### src/rtl/sample_dispatch.sv
// sample_dispatch: input FIFO feeding the DSP pipeline sequencer with a
// valid/ready-drop/ready-rise handshake, a dry bypass path, a per-sample hang
// timeout and sticky overrun/timeout flags.
module sample_dispatch #(
  parameter int unsigned data_width     = 16,
  parameter int unsigned fifo_depth     = 4,
  parameter int unsigned timeout_cycles = 4096
) (
  input  logic                          clk,
  input  logic                          reset_n,
  input  logic                          enable,
  input  logic [data_width-1:0]         adc_sample,
  input  logic                          adc_valid,
  output logic [data_width-1:0]         pipe_sample,
  output logic                          pipe_valid,
  input  logic                          pipe_ready,
  input  logic [data_width-1:0]         pipe_out_sample,
  output logic [data_width-1:0]         dac_sample,
  output logic                          dac_valid,
  output logic [$clog2(fifo_depth):0]   fifo_level,
  output logic                          busy,
  input  logic                          clear_flags,
  output logic                          overrun,
  output logic                          timeout
);

  localparam int unsigned PTR_W = $clog2(fifo_depth);
  localparam int unsigned LVL_W = PTR_W + 1;
  // One spare bit so the counter can step past the limit after a late
  // WAIT_DROP -> WAIT_DONE move and still trip the timeout next cycle.
  localparam int unsigned CNT_W = $clog2(timeout_cycles) + 1;
  localparam logic [LVL_W-1:0] FULL_LVL = LVL_W'(fifo_depth);
  localparam logic [CNT_W-1:0] CNT_LAST = CNT_W'(timeout_cycles - 1);

  typedef enum logic [1:0] {
    IDLE      = 2'b00,
    WAIT_DROP = 2'b01,
    WAIT_DONE = 2'b10
  } state_t;

  state_t                state_q, state_d;
  logic [data_width-1:0] mem_q [fifo_depth];
  logic [PTR_W-1:0]      rd_ptr_q, rd_ptr_d;
  logic [PTR_W-1:0]      wr_ptr_q, wr_ptr_d;
  logic [LVL_W-1:0]      level_q, level_d;
  logic [CNT_W-1:0]      cnt_q, cnt_d;
  logic [data_width-1:0] pipe_sample_q, pipe_sample_d;
  logic                  pipe_valid_q, pipe_valid_d;
  logic [data_width-1:0] dac_sample_q, dac_sample_d;
  logic                  dac_valid_q, dac_valid_d;
  logic                  busy_q, busy_d;
  logic                  overrun_q, overrun_d;
  logic                  timeout_q, timeout_d;
  logic                  pop, push, to_set, ovr_set;

  // Dispatch FSM: pops the head in IDLE, tracks ready drop/rise, times out.
  always_comb begin
    state_d       = state_q;
    cnt_d         = cnt_q;
    pipe_sample_d = pipe_sample_q;
    pipe_valid_d  = 1'b0;
    dac_sample_d  = dac_sample_q;
    dac_valid_d   = 1'b0;
    pop           = 1'b0;
    to_set        = 1'b0;
    case (state_q)
      IDLE: begin
        if (level_q != '0) begin
          if (!enable) begin
            pop          = 1'b1;
            dac_sample_d = mem_q[rd_ptr_q];
            dac_valid_d  = 1'b1;
          end else if (pipe_ready) begin
            pop           = 1'b1;
            pipe_sample_d = mem_q[rd_ptr_q];
            pipe_valid_d  = 1'b1;
            cnt_d         = '0;
            state_d       = WAIT_DROP;
          end
        end
      end
      WAIT_DROP, WAIT_DONE: begin
        cnt_d = cnt_q + CNT_W'(1);
        if (state_q == WAIT_DROP && !pipe_ready) begin
          state_d = WAIT_DONE;
        end else if (state_q == WAIT_DONE && pipe_ready) begin
          dac_sample_d = pipe_out_sample;
          dac_valid_d  = 1'b1;
          state_d      = IDLE;
        end else if (cnt_q >= CNT_LAST) begin
          to_set       = 1'b1;
          dac_sample_d = pipe_sample_q;
          dac_valid_d  = 1'b1;
          state_d      = IDLE;
        end
      end
      default: begin
        to_set  = 1'b1;
        state_d = IDLE;
      end
    endcase
  end

  // FIFO bookkeeping, busy and sticky flags (a set beats a clear).
  always_comb begin
    rd_ptr_d = rd_ptr_q;
    wr_ptr_d = wr_ptr_q;
    level_d  = level_q;
    push     = adc_valid && ((level_q != FULL_LVL) || pop);
    ovr_set  = adc_valid && (level_q == FULL_LVL) && !pop;
    if (pop)  rd_ptr_d = rd_ptr_q + PTR_W'(1);
    if (push) wr_ptr_d = wr_ptr_q + PTR_W'(1);
    case ({push, pop})
      2'b10:   level_d = level_q + LVL_W'(1);
      2'b01:   level_d = level_q - LVL_W'(1);
      default: level_d = level_q;
    endcase
    busy_d    = (state_d != IDLE);
    overrun_d = ovr_set | (overrun_q & ~clear_flags);
    timeout_d = to_set  | (timeout_q & ~clear_flags);
  end

  // FIFO storage; contents are don't-care after reset since level is 0.
  always_ff @(posedge clk) begin
    if (push) mem_q[wr_ptr_q] <= adc_sample;
  end

  // State and output registers.
  always_ff @(posedge clk or negedge reset_n) begin
    if (!reset_n) begin
      state_q       <= IDLE;
      rd_ptr_q      <= '0;
      wr_ptr_q      <= '0;
      level_q       <= '0;
      cnt_q         <= '0;
      pipe_sample_q <= '0;
      pipe_valid_q  <= 1'b0;
      dac_sample_q  <= '0;
      dac_valid_q   <= 1'b0;
      busy_q        <= 1'b0;
      overrun_q     <= 1'b0;
      timeout_q     <= 1'b0;
    end else begin
      state_q       <= state_d;
      rd_ptr_q      <= rd_ptr_d;
      wr_ptr_q      <= wr_ptr_d;
      level_q       <= level_d;
      cnt_q         <= cnt_d;
      pipe_sample_q <= pipe_sample_d;
      pipe_valid_q  <= pipe_valid_d;
      dac_sample_q  <= dac_sample_d;
      dac_valid_q   <= dac_valid_d;
      busy_q        <= busy_d;
      overrun_q     <= overrun_d;
      timeout_q     <= timeout_d;
    end
  end

  assign pipe_sample = pipe_sample_q;
  assign pipe_valid  = pipe_valid_q;
  assign dac_sample  = dac_sample_q;
  assign dac_valid   = dac_valid_q;
  assign fifo_level  = level_q;
  assign busy        = busy_q;
  assign overrun     = overrun_q;
  assign timeout     = timeout_q;

endmodule

### config.mk
export PLATFORM = sky130hd
export DESIGN_NAME = sample_dispatch
export DESIGN_NICKNAME = d
export VERILOG_FILES = /design/src/rtl/sample_dispatch.sv
export SDC_FILE = /design/constraint.sdc
export NUM_CORES = 1
export LEC_CHECK = 0
export CAP_MARGIN = 20
export CORE_MARGIN = 2
export CORE_UTILIZATION = 58
export DETAILED_ROUTE_END_ITERATION = 7
export PLACE_DENSITY = 0.83
export SYNTH_ARGS = -nofsm -noshare
export SYNTH_HDL_FRONTEND = slang
export SYNTH_SLANG_ARGS = --single-unit
### constraint.sdc
create_clock -name clk -period 5.8 [get_ports clk]
set_clock_uncertainty 0.2 [all_clocks]
set_input_delay 1.16 -clock clk [delete_from_list [all_inputs] [get_ports clk]]
set_output_delay 1.16 -clock clk [all_outputs]
set_load 0.01 [all_outputs]
==> key figures, run 1 <==
CTS
  • Cts hold-fix bufs: 0
  • Clock Path Buffers: 2
  • Later-pin clock latency in the skew report: 530 ps
  • CTS root buffer: clkbuf_8
  • CTS tree: done
  • Clock Sinks: ~120
  • Cts bufs inserted: 17
  • Setup repair bufs after CTS: 0
  • PostCTS Resize Cnt: 0
  • Clk slew on worst S/H paths: 60 ps
  • H-tree depth: 4

Synthesis
  • Post-synth EDFFs: between 60 and 70
  • Netlist cell types: between 40 and 50
  • Top_reg_cell synth: edfxtp_1
  • Synth Area in Simple Gates: 6.719%
  • Mapped Cells: ~370
  • Largest family of logic cells by synthesized area: multiplexers
  • Post-synth ARST share: ~48%
  • Area fraction in compound gates after synthesis: 7.458%
  • Synth Area in Adders: under 10%
  • XOR/XNOR share of the synthesized area: 0.9698%
  • Share of the synthesized area in the top cell type: between 30% and 40%
  • Syn_area_per_cell: 14.81 µm²
  • Syn nets: a little over 400
  • FF+latch count, synth: approximately 120
  • Syn Std Cell Area: 0.005419 mm²
  • Mux cell area share after synthesis: between 10% and 20%
  • Biggest area consumer among synthesized cells: edfxtp_1
  • Syn. warnings: 0
  • Register area share after synthesis: between 60 and 70%
  • Synth top area cells: edfxtp_1 35%, dfrtp_1 27%, mux2_2 7.3%

STA
  • RSZ-0062 raised after global routing: no
  • Hold violation count in the final report: 0
  • Final setup fails: 0
  • Setup TNS Final: 0 ps
  • FMAX: 285.3 MHz
  • Final-report max-slew violation count: 0
  • Worst-margin pin slew: slightly above 900 ps
  • Fin crit share: 60.44%
  • Slew headroom: approximately two fifths
  • Tmin final: between 3000 and 4000 ps

Floorplan
  • IO Count: between 70 and 80
  • DIE AREA: slightly above 0.01 mm²
  • Die span in y: slightly above 100 µm
  • Effective utilization at floorplan: around three fifths
  • Area of the core: 0.009153 mm²
  • Floorplan row count: 35
  • Die W: roughly 100 µm

Pwr
  • Sw Share: between 30% and 40%
  • Clk pwr share: between 20% and 30%
  • Combinational Power Share: between 30 and 40%
  • Sequential Power Share: a little over a third
  • Net Switching: between 1 and 1.5 mW
  • Leak: 2.729 nW
  • Pwr dens: roughly 560 mW/mm²
  • Worst VDD drop: between 0.0003 and 0.0004 V
  • Pint: ~2.6 mW

Critical path
  • Critical Path Fanout Max: 19
  • Worst Path Arrival: around 3700 ps
  • Worst setup EP type: flop
  • Critical-path top delay cell: a211oi_4
  • Req. time, crit path: 6010 ps
  • Critical setup path kind: in -> reg
  • Critical Path Source Type: input port
  • CP Cell Sequence: clkdlybuf4s50_1 -> nand2_2 -> and2_1 -> a211oi_4 -> mux2_2
  • Max incr delay on CP: slightly below 800 ps

Final layout
  • Post-layout instance area: slightly below 0.007 mm²
  • Share of cells above drive strength 1: 20.73%
  • # fillers: about 550
  • Most common cell after layout, fill and taps aside: clkdlybuf4s50_1
  • Area growth syn-to-layout: 26.48%
  • Commonest non-fill, non-tap cells in the layout: 76 x clkdlybuf4s50_1, 64 x edfxtp_1, 59 x dfrtp_1
  • Nets: about 500
  • ANT cells: 0

Placement
  • Port Buffers: between 70 and 80
  • Post-DP Area: 0.006261 mm²
  • HPWL Detailed: between 7000 and 8000 µm
  • RD Place Congestion: slightly below 0.9

GRT
  • Initial antenna violation count: 0
  • First-pass GRT wire length: approximately 18000 µm
  • Tot GR Track Use: roughly 24%
  • Pin count of the biggest net entering global routing: 60
  • GRT overflow: 0
  • Vias in the first global route: 3417

Drt
  • Initial DRC Count: about 130
  • Pre-Repair DR Iteration Count: 5
  • Post-Route WL: around 11000 µm
  • Final antenna-violating net count: 0
  • # DRC: 0
  • Via count: about 3400
  • Routed len/inst: ~20 µm
  • Post-DR vias/cell: 5.862

Job
  • Max-cap violations: 0

Worst hold path
  • Worst Hold Class: reg -> reg

Outcome
  • Status: finished, final reports clean
==> flip-flops by register name (all words and copies together) (netlist names) <==
name	cells
mem_q	64
dac_sample	16
pipe_sample	16
cnt_q	13
fifo_level	3
rd_ptr_q	2
state_q	2
wr_ptr_q	2
busy	1
dac_valid	1
overrun	1
pipe_valid	1
timeout	1
==> worst max-delay path, delay by kind of cell <==
| kind | cells | cell delay (ps) |
|---|---|---|
| buffers and inverters | 1 | 580 |
| multiplexers | 1 | 430 |
| AND/OR/NAND/NOR | 2 | 770 |
| AO/OA/AOI/OAI | 1 | 770 |
==> logic make-up (layout without fill, tap and decap cells) <==
family / count (synthesis) / in the layout
flops: 123 / 123
simple gates: 70 / 70
mux: 68 / 68
compound gates: 59 / 59
buf+inv: 29 / 126
fa+ha+maj: 11 / 11
xor+xnor: 6 / 6
==> per-layer routing <==
| layer | vias up | track usage (%) | wire [µm] |
|---|---|---|---|
| met5 | - | 0 | 0 |
| met4 | 0 | 8.641 | 187 |
| met3 | 19 | 7.143 | 549 |
| met2 | 105 | 39.03 | 5705 |
| met1 | 1676 | 31.91 | 4881 |
| li1 | 1565 | - | - |
==> metrics by stage <==
stage          hold slack (ps)  power (mW)  std cells  utilization (%)  setup WS (ps)
4_1_cts                  333.7       3.883        573            74.72           2329
2_1_floorplan            311.8       2.279        366                -           2757
5_1_grt                  351.7       4.078        574            74.89           2175
3_5_place_dp             312.6       2.815        541            68.41           1806
3_3_place_gp             309.9       2.759        541            68.41           1855
6_report                 330.1       3.866        574            74.89           2295
==> synth_stat cells, types with 2 or more instances <==
| cell type | n |
|---|---|
| a22o_1 | 3 |
| dfrtp_1 | 59 |
| nor3_1 | 3 |
| inv_1 | 14 |
| a21o_1 | 3 |
| mux2_2 | 35 |
| or3_1 | 4 |
| or2_2 | 2 |
| nand3_1 | 5 |
| nand2b_1 | 3 |
| buf_4 | 2 |
| mux2i_1 | 17 |
| and3_2 | 2 |
| nand4_1 | 3 |
| and2_1 | 7 |
| nand2_1 | 12 |
| o21ai_0 | 7 |
| nor2b_1 | 2 |
| edfxtp_1 | 64 |
| buf_2 | 5 |
| ha_1 | 10 |
| a21oi_1 | 27 |
| or4_1 | 3 |
| xnor2_1 | 3 |
| a211oi_1 | 2 |
| xor2_1 | 3 |
| nor2_1 | 20 |
| mux4_2 | 16 |
| o31ai_1 | 4 |
| clkbuf_1 | 7 |
==> power by group through the flow <==
stage | Combinational [mW] | Sequential (mW) | Clock, mW
6_report | 1.42 | 1.41 | 1.03
5_1_grt | 1.54 | 1.45 | 1.09
4_1_cts | 1.40 | 1.43 | 1.05
3_5_place_dp | 1.37 | 1.44 | 0
3_3_place_gp | 1.33 | 1.43 | 0
2_1_floorplan | 0.882 | 1.40 | 0
==> area by class of cell <==
cell class              count  area, µm²  area share (%)
flip-flops and latches    123       3398           49.58
clock buffers              18      417.9           6.097
clock inverters            14      160.2           2.337
inverters                  14      52.55          0.7667
multi-input cells         214       1891           27.58
well taps                 111      138.9           2.026
repair buffers             80      795.8           11.61
==> path summary, 6_finish.rpt <==
path / startpoint / end / slack (ps) / cells past startpoint
max in group asynchronous: reset_n / pipe_valid / 4320 / 2
worst min-delay path: dac_sample[1] / dac_sample[1] / 330 / 1
worst max register to register: state_q[0] / mem_q[3][7] / 2820 / 5
worst max-delay path: pipe_ready / dac_sample[15] / 2290 / 5
min in group asynchronous: reset_n / fifo_level[2] / 580 / 2
worst min register to register: dac_sample[1] / dac_sample[1] / 330 / 1
(Power assumes the default switching activity.)
==> run 2: changes to the inputs <==
Settings changed: CORE_UTILIZATION 58 to 49, PLACE_DENSITY 0.83 to 0.75.
Clock period 5.8 ns to 2.9 ns, I/O delays scaled along.
==> key figures, run 2 (synthesized netlist as in run 1, its figures left out) <==
CTS
  • H-tree depth: 4 (unchanged)
  • Setup repair bufs after CTS: 0 (unchanged)
  • CTS tree: done
  • Clock Path Buffers: 2 (unchanged)
  • CTS root buffer: clkbuf_8
  • PostCTS Resize Cnt: 0 (unchanged)
  • Later-pin clock latency in the skew report: 510 ps (-20 ps)
  • Cts hold-fix bufs: 1 (+1)
  • Clk slew on worst S/H paths: 50 ps (about the same)
  • Cts bufs inserted: 17 (unchanged)
  • Clock Sinks: 123 (unchanged)

Critical path
  • Reg2Reg Depth: 6 (+1)
  • CP delay by family, top: simple AND/OR/NAND/NOR gates
  • FF-to-FF End: cnt_q[8]
  • Worst Path Buf+Inv: 1 (unchanged)
  • CP Cell Sequence: inv_1 -> ha_1 -> or2_2 -> o21ai_1 -> or4_1 -> a21oi_1
  • Worst setup EP type: flop
  • Reg-to-reg startpoint: state_q[0]
  • Critical setup path kind: reg -> reg
  • Critical-path top delay cell: ha_1
  • R2R Setup Slk: 280 ps (-2540 ps)
  • Req. time, crit path: 3130 ps (-2880 ps)
  • Worst Path Arrival: 2840 ps (-880 ps)
  • Max incr delay on CP: 560 ps (-210 ps)
  • Critical Path Fanout Max: 13 (-6)
  • Critical Path Source Type: flop

Drt
  • Post-DR vias/cell: 5.454 (-7.0%)
  • Top layer used by detailed routing: met4
  • Met3 wire length: 544 µm (-0.91%)
  • Final antenna-violating net count: 0 (unchanged)
  • WL met2: 5311 µm (-6.9%)
  • Via count: 3403 (+1.1%)
  • Initial DRC Count: 207 (+57%)
  • Pre-Repair DR Iteration Count: 4 (-1)
  • Routed len/inst: 17.40 µm (-12%)
  • Wl on met1: 4891 µm (+0.20%)
  • Post-Route WL: 10860 µm (-4.1%)
  • # DRC: 0 (unchanged)

Pwr
  • Pwr dens: 1081 mW/mm² (+92%)
  • Worst VDD drop: 0.0005035 V (+56%)
  • Leak: 2.810 nW (+3.0%)

Floorplan
  • DIE AREA: 0.01192 mm² (+18%)
  • Effective utilization at floorplan: 50.21% (-9.0 points)
  • Area of the core: 0.01079 mm² (+18%)
  • IO Count: 78 (unchanged)
  • Floorplan row count: 38 (+8.6%)
  • Die W: 109.2 µm (+8.4%)
  • Die span in y: 109.2 µm (+8.4%)

GRT
  • Initial antenna violation count: 0 (unchanged)
  • First-pass GRT wire length: 17660 µm (-1.5%)
  • Pin count of the biggest net entering global routing: 31 (-48%)
  • Tot GR Track Use: 20.12% (-4.2 points)
  • Vias in the first global route: 3483 (+1.9%)
  • GRT overflow: 0 (unchanged)

Final layout
  • ANT cells: 0 (unchanged)
  • Non-Filler Instances: 624 (+8.7%)
  • Most common cell after layout, fill and taps aside: clkdlybuf4s50_1
  • Max reg flops: 64 (unchanged)
  • Share of cells above drive strength 1: 22.11% (+1.4 points)
  • Area growth syn-to-layout: 29.32%
  • Commonest non-fill, non-tap cells in the layout: 76 x clkdlybuf4s50_1, 64 x edfxtp_1, 59 x dfrtp_1
  • Nets: 520 (+4.2%)
  • Post-layout instance area: 0.007008 mm² (+2.2%)
  • Largest Register: mem_q

Placement
  • Dpl cells: 591 (+9.2%)
  • Port Buffers: 77 (unchanged)
  • Post-DP Area: 0.006492 mm² (+3.7%)
  • RD Place Congestion: 0.7852 (-12%)
  • Placement Setup Slack: -87.96 ps (-1894 ps)
  • HPWL Detailed: 7334 µm (+2.6%)

Worst hold path
  • Worst Hold Class: in -> async

STA
  • Worst-margin pin slew: 888.3 ps (-22.81 ps)
  • Hold slack: 195.1 ps (-135.0 ps)
  • Final-report max-slew violation count: 0 (unchanged)
  • Slew headroom: 39.84% (+1.5 points)
  • Setup TNS Final: 0 ps (unchanged)
  • RSZ-0062 raised after global routing: no
  • Fin crit share: 90.32%
  • FMAX: between 300 and 400 MHz
  • Tmin final: 2619 ps
  • Final setup fails: 0 (unchanged)
  • Fin worst setup slack: 280.6 ps (-2014 ps)
  • Hold violation count in the final report: 0 (unchanged)

Outcome
  • Status: finished, final reports clean

Job
  • Max-cap violations: 0 (unchanged)
## run 2: cell types whose count changed in the layout (fill, tap and decap cells not counted)
cell / delta
buf_12: +3
clkinv_4: -1
clkbuf_1: +9
clkinvlp_4: -3
clkbuf_8: +1
inv_8: -1
buf_8: -1
bufinv_16: -2
inv_6: -6
dlygate4sd3_1: +1
clkbuf_16: +1
buf_4: +18
clkinv_2: +2
## run 2: final cells by class
type | instances | area [µm²]
clock buffers | 29 | 490.5
flip-flops and latches | 123 | 3398
fillers | 790 | 3785
multi-input cells | 214 | 1891
repair buffers | 101 | 985.9
well taps | 140 | 175.2
inverters | 14 | 52.55
clock inverters | 3 | 15.01
## run 2: metal layers
metal	vias up	track usage, %
li1	1600	-
met1	1707	27.17
met2	83	31.54
met3	13	5.678
met4	0	6.777
met5	-	0
## run 2: worst max-delay path by stage
stage,slack [ps],cells past startpoint,start,end
CTS,290,6,state_q[0],cnt_q[8]
floorplan,220,11,state_q[0],fifo_level[2]
detailed placement,-90,11,enable,fifo_level[2]
finish,280,6,state_q[0],cnt_q[8]
global placement,40,11,enable,fifo_level[2]
global route,10,6,state_q[0],cnt_q[8]
## run 2: power breakdown
group / switching, mW / internal (mW)
logic: 1.45 / 1.64
clock network: 0.668 / 1.12
registers: 0.294 / 2.40
total: 2.41 / 5.16
## run 2: through the flow
step | total power, mW | utilization (%)
2_1_floorplan | 4.558 | -
3_3_place_gp | 5.731 | 60.16
3_5_place_dp | 5.840 | 60.16
4_1_cts | 7.646 | 64.93
5_1_grt | 8.037 | 64.93
6_report | 7.573 | 64.93
==> run 3: changes to the inputs <==
Settings changed: PLACE_DENSITY 0.75 to 0.78.
==> key figures, run 3 (synthesized netlist as in run 1, its figures left out) <==
Outcome
  • Status: finished, final reports clean

STA
  • Fin crit share: 87.39% (-2.9 points)
  • Tmin final: 2534 ps (-84.96 ps)
  • RSZ-0062 raised after global routing: no
  • Slew headroom: 42.36% (+2.5 points)
  • Setup TNS Final: 0 ps (unchanged)
  • Final setup fails: 0 (unchanged)
  • FMAX: 394.6 MHz (+3.4%)
  • Final-report max-slew violation count: 0 (unchanged)
  • Hold slack: 305.2 ps (+110.2 ps)
  • Hold violation count in the final report: 0 (unchanged)
  • Worst-margin pin slew: 851.2 ps (-37.10 ps)

Drt
  • Post-DR vias/cell: 5.523 (+1.3%)
  • Final antenna-violating net count: 0 (unchanged)
  • Initial DRC Count: 253 (+22%)
  • Pre-Repair DR Iteration Count: 4 (unchanged)
  • Via count: 3452 (+1.4%)
  • Post-Route WL: 11410 µm (+5.1%)
  • # DRC: 0 (unchanged)
  • Routed len/inst: 18.26 µm (+4.9%)

GRT
  • Global routing usage on met3: 4.842% (-0.84 points)
  • Met2 Usage GRT: 33.85% (+2.3 points)
  • First-pass GRT wire length: 18440 µm (+4.4%)
  • GR peak layer: met2
  • GRT overflow: 0 (unchanged)
  • Initial antenna violation count: 0 (unchanged)
  • Tot GR Track Use: 21.10% (+0.98 points)
  • Pin count of the biggest net entering global routing: 36 (+16%)
  • GRT met1 Usage: 27.36% (+0.19 points)
  • Vias in the first global route: 3666 (+5.3%)

CTS
  • CTS root buffer: clkbuf_8
  • Later-pin clock latency in the skew report: 510 ps (about the same)
  • Cts bufs inserted: 17 (unchanged)
  • Clock Path Buffers: 2 (unchanged)
  • CTS tree: done
  • PostCTS Resize Cnt: 0 (unchanged)
  • H-tree depth: 4 (unchanged)
  • Clock Sinks: 123 (unchanged)
  • Clk slew on worst S/H paths: 60 ps (about the same)

Placement
  • Post-DP Area: 0.006487 mm² (about the same)
  • RD Place Congestion: 0.8018 (+2.1%)
  • HPWL Detailed: 7480 µm (+2.0%)
  • Port Buffers: 77 (unchanged)

Floorplan
  • Floorplan row count: 38 (unchanged)
  • Die span in y: 109.2 µm (unchanged)
  • Area of the core: 0.01079 mm² (unchanged)
  • DIE AREA: 0.01192 mm² (unchanged)
  • IO Count: 78 (unchanged)
  • Effective utilization at floorplan: 50.21% (unchanged)
  • Die W: 109.2 µm (unchanged)

Critical path
  • Req. time, crit path: 3130 ps (about the same)
  • Reg-to-reg startpoint: state_q[0]
  • CP Launch Point: state_q[0]
  • Worst setup EP type: flop
  • Critical Path Source Type: flop
  • Critical setup path kind: reg -> reg
  • Worst Path Arrival: 2770 ps (-70 ps)
  • Critical Path Fanout Max: 9 (-4)

Pwr
  • Clk pwr share: 23.8% (+0.2 points)
  • Sw Share: 32.52% (+0.68 points)
  • Worst VDD drop: 0.0004606 V (-8.5%)
  • Net Switching: 2.493 mW (+3.4%)
  • Leak: 2.820 nW (+0.34%)
  • Pint: 5.172 mW (+0.22%)
  • Pwr dens: 1094 mW/mm² (+1.2%)
  • Sequential Power Share: 35.3% (-0.3 points)
  • Combinational Power Share: 40.9% (about the same)

Final layout
  • Most common cell after layout, fill and taps aside: clkdlybuf4s50_1
  • Area growth syn-to-layout: 29.35% (about the same)
  • Commonest non-fill, non-tap cells in the layout: 76 x clkdlybuf4s50_1, 64 x edfxtp_1, 59 x dfrtp_1
  • # fillers: 769 (-2.7%)
  • Share of cells above drive strength 1: 22.89% (+0.78 points)
  • Final core occ: 64.94% (about the same)
  • Post-layout instance area: 0.007009 mm² (about the same)
  • ANT cells: 0 (unchanged)
  • Largest Register: mem_q
  • Nets: 521 (+0.19%)
  • Max reg flops: 64 (unchanged)

Job
  • Max-cap violations: 0 (unchanged)

Worst hold path
  • Hold Crit Start: dac_sample[1]
  • Worst Hold Class: reg -> reg
## run 3: path summary, 6_finish.rpt
check,to,slack (ps),cells after the start
max,fifo_level[2],370,12
min,dac_sample[1],310,1
max reg2reg,fifo_level[2],370,12
min reg2reg,dac_sample[1],310,1
max in group asynchronous,pipe_valid,1480,3
min in group asynchronous,fifo_level[1],410,2
## run 3: power by group through the flow
stage,logic (mW),clock network [mW],registers [mW]
floorplan,1.76,0,2.79
global placement,3.02,0,2.70
detailed placement,3.13,0,2.72
CTS,3.17,1.86,2.70
global route,3.40,1.94,2.76
finish,3.14,1.82,2.70
## run 3: cell type report
cell class	instances	area [µm²]	area share [%]
sequential	123	3398	48.48
inverter	14	52.55	0.7497
clock buffer	22	432.9	6.176
clock inverter	10	78.83	1.125
tap	140	175.2	2.499
timing repair buffer	102	980.9	14.00
multi-input combinational	214	1891	26.97
## run 3: metal layers
layer | vias to the layer above | part of all wire, %
met5 | - | 0
met1 | 1749 | 42
li1 | 1596 | -
met2 | 93 | 51
met3 | 14 | 5.1
met4 | 0 | 1.3
## run 3: timing repair
action	CTS	global route
hold buffers	1	0
hold endpoints to repair	24	0
buffers inserted	0	0
## run 3: per-stage QoR
stage | setup slack [ps] | instances | power, mW
floorplan | 216.7 | 366 | 4.558
global placement | 111.1 | 592 | 5.713
detailed placement | 48.57 | 592 | 5.849
CTS | 373.2 | 625 | 7.739
global route | 177.3 | 625 | 8.102
finish | 365.5 | 625 | 7.665
## run 3: worst max-delay path: stages, from the launching register on
cell and delay [ps]:
dfrtp_1 430, inv_1 120, ha_1 230, buf_4 170
nand2b_1 90, a31oi_1 120, inv_1 80, ha_1 170
inv_1 60, fa_1 370, xor2_1 150, nor2_1 110
xor2_1 160
